`src/rtl/mc_pkg.sv`:
```
// Shared encodings for the multicycle control unit: opcodes, state codes, datapath mux codes.
// MC_CONTROL_BNE_EN adds the BNE opcode.
package mc_pkg;

  localparam logic [5:0] OP_RTYPE = 6'h00;
  localparam logic [5:0] OP_LW    = 6'h23;
  localparam logic [5:0] OP_SW    = 6'h2B;
  localparam logic [5:0] OP_BEQ   = 6'h04;
  localparam logic [5:0] OP_J     = 6'h02;
  localparam logic [5:0] OP_ADDI  = 6'h08;
`ifdef MC_CONTROL_BNE_EN
  localparam logic [5:0] OP_BNE   = 6'h05;
`endif

  typedef enum logic [3:0] {
    S_FETCH  = 4'd0,
    S_DECODE = 4'd1,
    S_MEMADR = 4'd2,
    S_MEMRD  = 4'd3,
    S_MEMWB  = 4'd4,
    S_MEMWR  = 4'd5,
    S_EXEC   = 4'd6,
    S_RWB    = 4'd7,
    S_BRANCH = 4'd8,
    S_JUMP   = 4'd9,
    S_ADDIEX = 4'd10,
    S_ADDIWB = 4'd11,
    S_TRAP   = 4'd15
  } state_e;

  localparam logic [1:0] ALU_ADD   = 2'd0;
  localparam logic [1:0] ALU_SUB   = 2'd1;
  localparam logic [1:0] ALU_FUNCT = 2'd2;

  localparam logic [1:0] SRCB_B       = 2'd0;
  localparam logic [1:0] SRCB_4       = 2'd1;
  localparam logic [1:0] SRCB_IMM     = 2'd2;
  localparam logic [1:0] SRCB_IMM_SH2 = 2'd3;

  localparam logic [1:0] PCSRC_ALU    = 2'd0;
  localparam logic [1:0] PCSRC_ALUOUT = 2'd1;
  localparam logic [1:0] PCSRC_JUMP   = 2'd2;

  typedef struct packed {
    logic       pc_write;
    logic       pc_write_cond;
    logic       iord;
    logic       mem_read;
    logic       mem_write;
    logic       ir_write;
    logic       mem_to_reg;
    logic       reg_dst;
    logic       reg_write;
    logic       alu_src_a;
    logic [1:0] alu_src_b;
    logic [1:0] alu_op;
    logic [1:0] pc_source;
    logic       trap;
  } ctrl_t;

endpackage

```
`src/rtl/mc_next_state.sv`:
```
// Combinational next-state function of (state, opcode, memory ready).
// MC_CONTROL_BNE_EN routes BNE to BRANCH; otherwise it traps like any unknown opcode.
module mc_next_state
  import mc_pkg::*;
(
  input  logic [3:0] state_i,
  input  logic [5:0] op_i,
  input  logic       mem_ready_i,
  output logic [3:0] next_o
);

  always_comb begin
    next_o = S_FETCH;
    case (state_i)
      S_FETCH:  next_o = mem_ready_i ? S_DECODE : S_FETCH;
      S_DECODE: begin
        case (op_i)
          OP_LW, OP_SW: next_o = S_MEMADR;
          OP_RTYPE:     next_o = S_EXEC;
          OP_BEQ:       next_o = S_BRANCH;
`ifdef MC_CONTROL_BNE_EN
          OP_BNE:       next_o = S_BRANCH;
`endif
          OP_J:         next_o = S_JUMP;
          OP_ADDI:      next_o = S_ADDIEX;
          default:      next_o = S_TRAP;
        endcase
      end
      S_MEMADR: next_o = (op_i == OP_SW) ? S_MEMWR : S_MEMRD;
      S_MEMRD:  next_o = mem_ready_i ? S_MEMWB : S_MEMRD;
      S_MEMWR:  next_o = mem_ready_i ? S_FETCH : S_MEMWR;
      S_EXEC:   next_o = S_RWB;
      S_ADDIEX: next_o = S_ADDIWB;
      // Only Clr leaves TRAP.
      S_TRAP:   next_o = S_TRAP;
      default:  next_o = S_FETCH;
    endcase
  end

endmodule

```
`src/rtl/mc_control.sv`:
```
// Multicycle CPU control: state register plus Moore output decode (FETCH IR/PC loads gated by MemReady).
// MC_CONTROL_BNE_EN adds the BranchNe output for BNE branches.
module mc_control
  import mc_pkg::*;
(
  input  logic       Clk,
  input  logic       Clr,
  input  logic [5:0] Op,
  input  logic       MemReady,
  output logic       PCWrite,
  output logic       PCWriteCond,
  output logic       IorD,
  output logic       MemRead,
  output logic       MemWrite,
  output logic       IRWrite,
  output logic       MemtoReg,
  output logic       RegDst,
  output logic       RegWrite,
  output logic       ALUSrcA,
  output logic [1:0] ALUSrcB,
  output logic [1:0] ALUOp,
  output logic [1:0] PCSource,
  output logic       Trap,
`ifdef MC_CONTROL_BNE_EN
  output logic       BranchNe,
`endif
  output logic [3:0] State
);

  state_e     state_q;
  logic [3:0] state_d;
  logic       trap_q;
  logic       trap_d;
  ctrl_t      ctrl;

  mc_next_state u_next (
    .state_i     (state_q),
    .op_i        (Op),
    .mem_ready_i (MemReady),
    .next_o      (state_d)
  );

  assign trap_d = trap_q | (state_d == S_TRAP);

  always_ff @(posedge Clk) begin
    if (Clr) begin
      state_q <= S_FETCH;
      trap_q  <= 1'b0;
    end else begin
      state_q <= state_e'(state_d);
      trap_q  <= trap_d;
    end
  end

  always_comb begin
    ctrl      = '0;
    ctrl.trap = trap_q;
    case (state_q)
      S_FETCH: begin
        ctrl.mem_read  = 1'b1;
        ctrl.alu_src_b = SRCB_4;
        ctrl.alu_op    = ALU_ADD;
        ctrl.pc_source = PCSRC_ALU;
        ctrl.ir_write  = MemReady;
        ctrl.pc_write  = MemReady;
      end
      S_DECODE: ctrl.alu_src_b = SRCB_IMM_SH2;
      S_MEMADR, S_ADDIEX: begin
        ctrl.alu_src_a = 1'b1;
        ctrl.alu_src_b = SRCB_IMM;
      end
      S_MEMRD: begin
        ctrl.mem_read = 1'b1;
        ctrl.iord     = 1'b1;
      end
      S_MEMWB: begin
        ctrl.reg_write  = 1'b1;
        ctrl.mem_to_reg = 1'b1;
      end
      S_MEMWR: begin
        ctrl.mem_write = 1'b1;
        ctrl.iord      = 1'b1;
      end
      S_EXEC: begin
        ctrl.alu_src_a = 1'b1;
        ctrl.alu_src_b = SRCB_B;
        ctrl.alu_op    = ALU_FUNCT;
      end
      S_RWB: begin
        ctrl.reg_write = 1'b1;
        ctrl.reg_dst   = 1'b1;
      end
      S_BRANCH: begin
        ctrl.alu_src_a     = 1'b1;
        ctrl.alu_op        = ALU_SUB;
        ctrl.pc_write_cond = 1'b1;
        ctrl.pc_source     = PCSRC_ALUOUT;
      end
      S_JUMP: begin
        ctrl.pc_write  = 1'b1;
        ctrl.pc_source = PCSRC_JUMP;
      end
      S_ADDIWB: ctrl.reg_write = 1'b1;
      default: ;
    endcase
    // Reset dominates: nothing may write or request memory while Clr is held.
    if (Clr) ctrl = '0;
  end

  assign PCWrite     = ctrl.pc_write;
  assign PCWriteCond = ctrl.pc_write_cond;
  assign IorD        = ctrl.iord;
  assign MemRead     = ctrl.mem_read;
  assign MemWrite    = ctrl.mem_write;
  assign IRWrite     = ctrl.ir_write;
  assign MemtoReg    = ctrl.mem_to_reg;
  assign RegDst      = ctrl.reg_dst;
  assign RegWrite    = ctrl.reg_write;
  assign ALUSrcA     = ctrl.alu_src_a;
  assign ALUSrcB     = ctrl.alu_src_b;
  assign ALUOp       = ctrl.alu_op;
  assign PCSource    = ctrl.pc_source;
  assign Trap        = ctrl.trap;
  assign State       = Clr ? 4'd0 : state_q;

`ifdef MC_CONTROL_BNE_EN
  assign BranchNe = ~Clr & (state_q == S_BRANCH) & (Op == OP_BNE);
`endif

endmodule

```
`config.mk`:
```
export PLATFORM = sky130hd
export DESIGN_NAME = mc_control
export DESIGN_NICKNAME = d
export VERILOG_FILES = /design/src/rtl/mc_pkg.sv /design/src/rtl/mc_next_state.sv /design/src/rtl/mc_control.sv
export SDC_FILE = /design/constraint.sdc
export NUM_CORES = 1
export LEC_CHECK = 0
export CAP_MARGIN = 25
export CORE_UTILIZATION = 30
export DETAILED_ROUTE_END_ITERATION = 10
export PLACE_DENSITY = 0.59
export SETUP_SLACK_MARGIN = 0.1
export SYNTH_ARGS = -nofsm -noshare
export SYNTH_HDL_FRONTEND = slang
export SYNTH_SLANG_ARGS = --single-unit
```
`constraint.sdc`:
```
create_clock -name Clk -period 4.8 [get_ports Clk]
set_input_delay 1.44 -clock Clk [delete_from_list [all_inputs] [get_ports Clk]]
set_output_delay 1.44 -clock Clk [all_outputs]
set_load 0.05 [all_outputs]
```
# Word-level counts from Yosys, hierarchy flattened
# Index checks and enable logic that the tools add are counted.
[totals] regBits=5 input_bits=9 wordCells=50
[classes] eq_ne=18 mux=21 n_bitwise=1 n_reduce_logical=8
[op_table] operator="$pmux 4 s8" count=1
[op_table] operator="$eq 4x4->1 const B" count=6
[op_table] operator="$pmux 4 s5" count=1
[op_table] operator="$mux 17" count=1
[op_table] operator="$eq 4x3->1 const B" count=4
[op_table] operator="$eq 6x6->1 const B" count=2
[op_table] operator="$mux 1" count=10
[op_table] operator="$mux 3" count=3
[op_table] operator="$eq 4x2->1 const B" count=2
[op_table] operator="$pmux 2 s2" count=2
[op_table] operator="$reduce_or 2->1" count=4
[op_table] operator="$eq 6x2->1 const B" count=1
[op_table] operator="$eq 6x3->1 const B" count=1
[op_table] operator="$eq 6x4->1 const B" count=1
[op_table] operator="$logic_not 6->1" count=1
[op_table] operator="$pmux 2 s3" count=1
[op_table] operator="$eq 4x1->1 const B" count=1
[op_table] operator="$logic_not 4->1" count=1
[op_table] operator="$mux 4" count=1
[op_table] operator="$reduce_or 4->1" count=1
[op_table] operator="$reduce_or 3->1" count=1
[op_table] operator="$pmux 1 s2" count=1
[op_table] operator="$or 1x1->1" count=1

# Depth between registers and ports, before layout
[depth] ltp_word=6 ltp_mapped=7 mapped_depth_nobuf=5

# By module
# From an unflattened synthesis, not the netlist that was laid out.
[hier_totals] hier_cells=102 hier_area_um2=735.7
[by_module_without_submodules] mod="mc_control" n_inst=1 cells_per_inst=51 area_each_um2=414.1
[by_module_without_submodules] mod="mc_next_state" n_inst=1 cells_per_inst=51 area_each_um2=321.6

# Worst setup path before layout
# OpenSTA, ideal clock, no wires.
[synth_path] path_type="input -> output" startpoint="in Clr" endpoint="out PCSource[0]" arrival_time_ps=3863 required_ps=3360 slack_ps=-503 path_stages=4 path_buffers=1 path_cell_list="nor2b_1 nand2b_1 nor3_1 buf_4"
[synth_via] elab_chain_cells=1
[synth_rtl] element="from (decl)" line="mc_control.sv:7" text="input logic Clr,"
[synth_rtl] element="$mux 17" line="mc_control.sv:107" text="if (Clr) ctrl = '0;"
[synth_rtl] element="to (decl)" line="mc_control.sv:22" text="output logic [1:0] PCSource,"
# No other way between the ends.

# Worst setup path in the final report
[layout_path] startpoint="in Clr" endpoint="out PCWrite"
[layout_via] elab_chain_cells=1
[layout_rtl] element="$mux 17" line="mc_control.sv:107"
[layout_rtl] element="to (decl)" line="mc_control.sv:10" text="output logic PCWrite,"
# No other way between the ends.

==> results.md <==
- Post-synth top area share: 14.6%
- Post-CTS setup buffers: 0
- Diodes inserted: 0
- Nature of the critical path endpoint: output port
- Input/output buffers: 29
- Skew final: 0.00206 ns
- # rows: 16
- Initial core utilization: 33.3%
- Total wire length: 1.82 mm
- Power Dens Cells: 590 nW/um^2
- Worst EP required: 3.36 ns
- Lkg Pwr: 0.399 nW
- Nets: 134
- Startpoint types: input port
- Cell area after synthesis: 687 um^2
- Max Slew Vio Count: 0
- Vias: 809
- Post-Route Setup TNS: 0 ns
- # IOs: 30
- CTS Hold Bufs: 0
- Seq/Total Area, Yosys: 14.6%
- MaxCap Viol Count: 0
- Share of cells above drive strength 1: 27.4%
- Most used routing layer: met2
- Clock buffer count from CTS: 3
- Met1 Resource Use GR: 21.7%
- Synth-to-layout area growth: 46.4%
- Post-layout min period: 4.39 ns
- Most frequent cells in the layout: 16 x buf_4, 10 x nor2_1, 8 x a21oi_1, 8 x clkdlybuf4s50_1, 7 x nand2_1
- First-pass GRT wire length: 3.17 mm
- Final Hold Vio Count: 0
- Gr usage total: 16.2%
- Global-route track usage on met2: 25.7%
- Clk slew on worst S/H paths: 0.04 ns
- CTS root buffer: clkbuf_4
- Crit share post-route: between 90% and 100%
- Clock Sinks: 5
- Die ar.: 2490 um^2
- CTS tree: built
- Post-CTS Resized: 0
- Slowest CP cell: clkdlybuf4s50_1
- Clk_lat worst skew: 0.24 ns
- CP Class: in2out
- Commonest non-fill, non-tap cell in the layout: buf_4
- Post-synthesis cell count: 100
- Max Freq: approximately 0.23 GHz
- Outcome: completed
- Iter 0 DRT Violations: 22
- Worst Path Arrival: 2.95 ns
- Dpl hpwl: 1.41 mm
- Detail-routed via count per cell: 5.36
- Slew headroom: 53.1%
- Ys Warns: 0
- Die height: 49.9 um
- Final setup viols: 0
- Longest Clk Path Bufs: 2
- Syn nets: approximately 110
- Initial antenna violation count: 0
- Leading area contributor after synthesis: dfxtp_1
- Synth unique cells: 35
- Power Total: a little under 600 uW
- Crit-path cells: clkdlybuf4s50_1 -> nor3_1 -> and3_1 -> or2_2 -> buf_4
- Slew @ Worst Pin: 0.703 ns
- Critical Path Fanout Max: 12
- RSZ-0062 raised after global routing: false
- Per-cell routed wire length: 12.0 um
- DRT antenna net count: 0
- DIE WIDTH: 49.9 um
- H-tree depth: 1
- Met3 Use GR: 5.56%
- Synth Register Bits: 5
- Syn avg cell area: about 6.9 um^2
- Worst Hold Class: reg2reg
- Detailed Routing Iterations Pass 1: 4
- Worst vdd ir: 405 uV
- Vias in the first global route: 690
- Pin count of the biggest net entering global routing: 21
- Max incr delay on CP: 0.71 ns
- Top post-synthesis cells by area: dfxtp_1 15%, nor2b_1 6.4%, nor2_1 6.0%
- Gr ovfl total: 0
- Placer Congestion: approximately 0.77
- DRC violations left: 0
- Core Area: 2060 um^2
## cell usage after synthesis
library cell  count
a211oi_1          1
a211oi_2          1
a21bo_2           1
a21oi_1           8
a31o_2            1
a32oi_1           1
and3_1            3
and3_4            1
buf_1             1
buf_2             3
buf_4             3
buf_6             1
clkbuf_1          1
dfxtp_1           5
inv_1             3
nand2_1           7
nand2b_1          5
nand3_1           2
nor2_1           11
nor2b_1           7
nor3_1            6
nor3b_1           3
nor4_1            3
nor4b_1           2
nor4b_4           1
o211a_1           1
o211ai_1          1
o21ai_0           6
o221ai_1          1
o22ai_1           1
o41ai_1           2
or2_2             1
or4_1             2
xnor2_1           3
xor2_1            1
## path summary, 6_finish.rpt
path / slack (ns) / endpoint / cells past startpoint / from
setup reg to reg: 2.76 / trap_q / 5 / state_q[0]
hold / removal: 0.48 / trap_q / 2 / trap_q
hold reg to reg: 0.48 / trap_q / 2 / trap_q
setup / recovery: 0.41 / PCWrite / 5 / Clr
## logic make-up after synthesis
family / count (synthesis) / synth area share, %
AND/OR/NAND/NOR: 54 / 46.1
AO/OA/AOI/OAI: 25 / 24.4
buffers and inverters: 12 / 9.83
flip-flops: 5 / 14.6
XOR/XNOR: 4 / 5.10
## cell type report
class,count,area [um^2]
fill,223,1060
multi-input combinational,83,534
timing repair buffer,29,300
sequential,5,100
tap,27,33.8
clock buffer,4,26.3
inverter,3,11.3
## state kept, by name (all words and copies together) (netlist names)
name	count
state_q	4
trap_q	1
## critical path, delay by kind of cell
family        cells  cell delay (ns)
buf+inv           2             0.90
simple gates      3             0.61
## layer usage
| metal | part of all wire, % | vias to the layer above |
|---|---|---|
| li1 | - | 410 |
| met1 | 48 | 368 |
| met2 | 46 | 31 |
| met3 | 6.5 | 0 |
| met4 | 0 | 0 |
| met5 | 0 | - |
## metrics by stage
step	setup slack (ns)	util, %	std cells	hold slack (ns)	cell area, um^2
floorplan	0.184	-	100	0.424	702
global route	0.301	48.8	151	0.523	1010
detailed placement	0.416	47.5	147	0.463	980
finish	0.410	48.8	151	0.480	1010
global placement	0.426	47.5	147	0.485	980
CTS	0.407	48.8	151	0.479	1010
## power breakdown
group          internal (mW)  leakage (nW)  switching (mW)  total (mW)
clock network         0.0314        0.0150          0.0170      0.0484
registers             0.0563        0.0409          0.0740       0.130
logic                  0.163         0.343           0.252       0.415
Note: power is estimated with default switching activity, not from simulation.
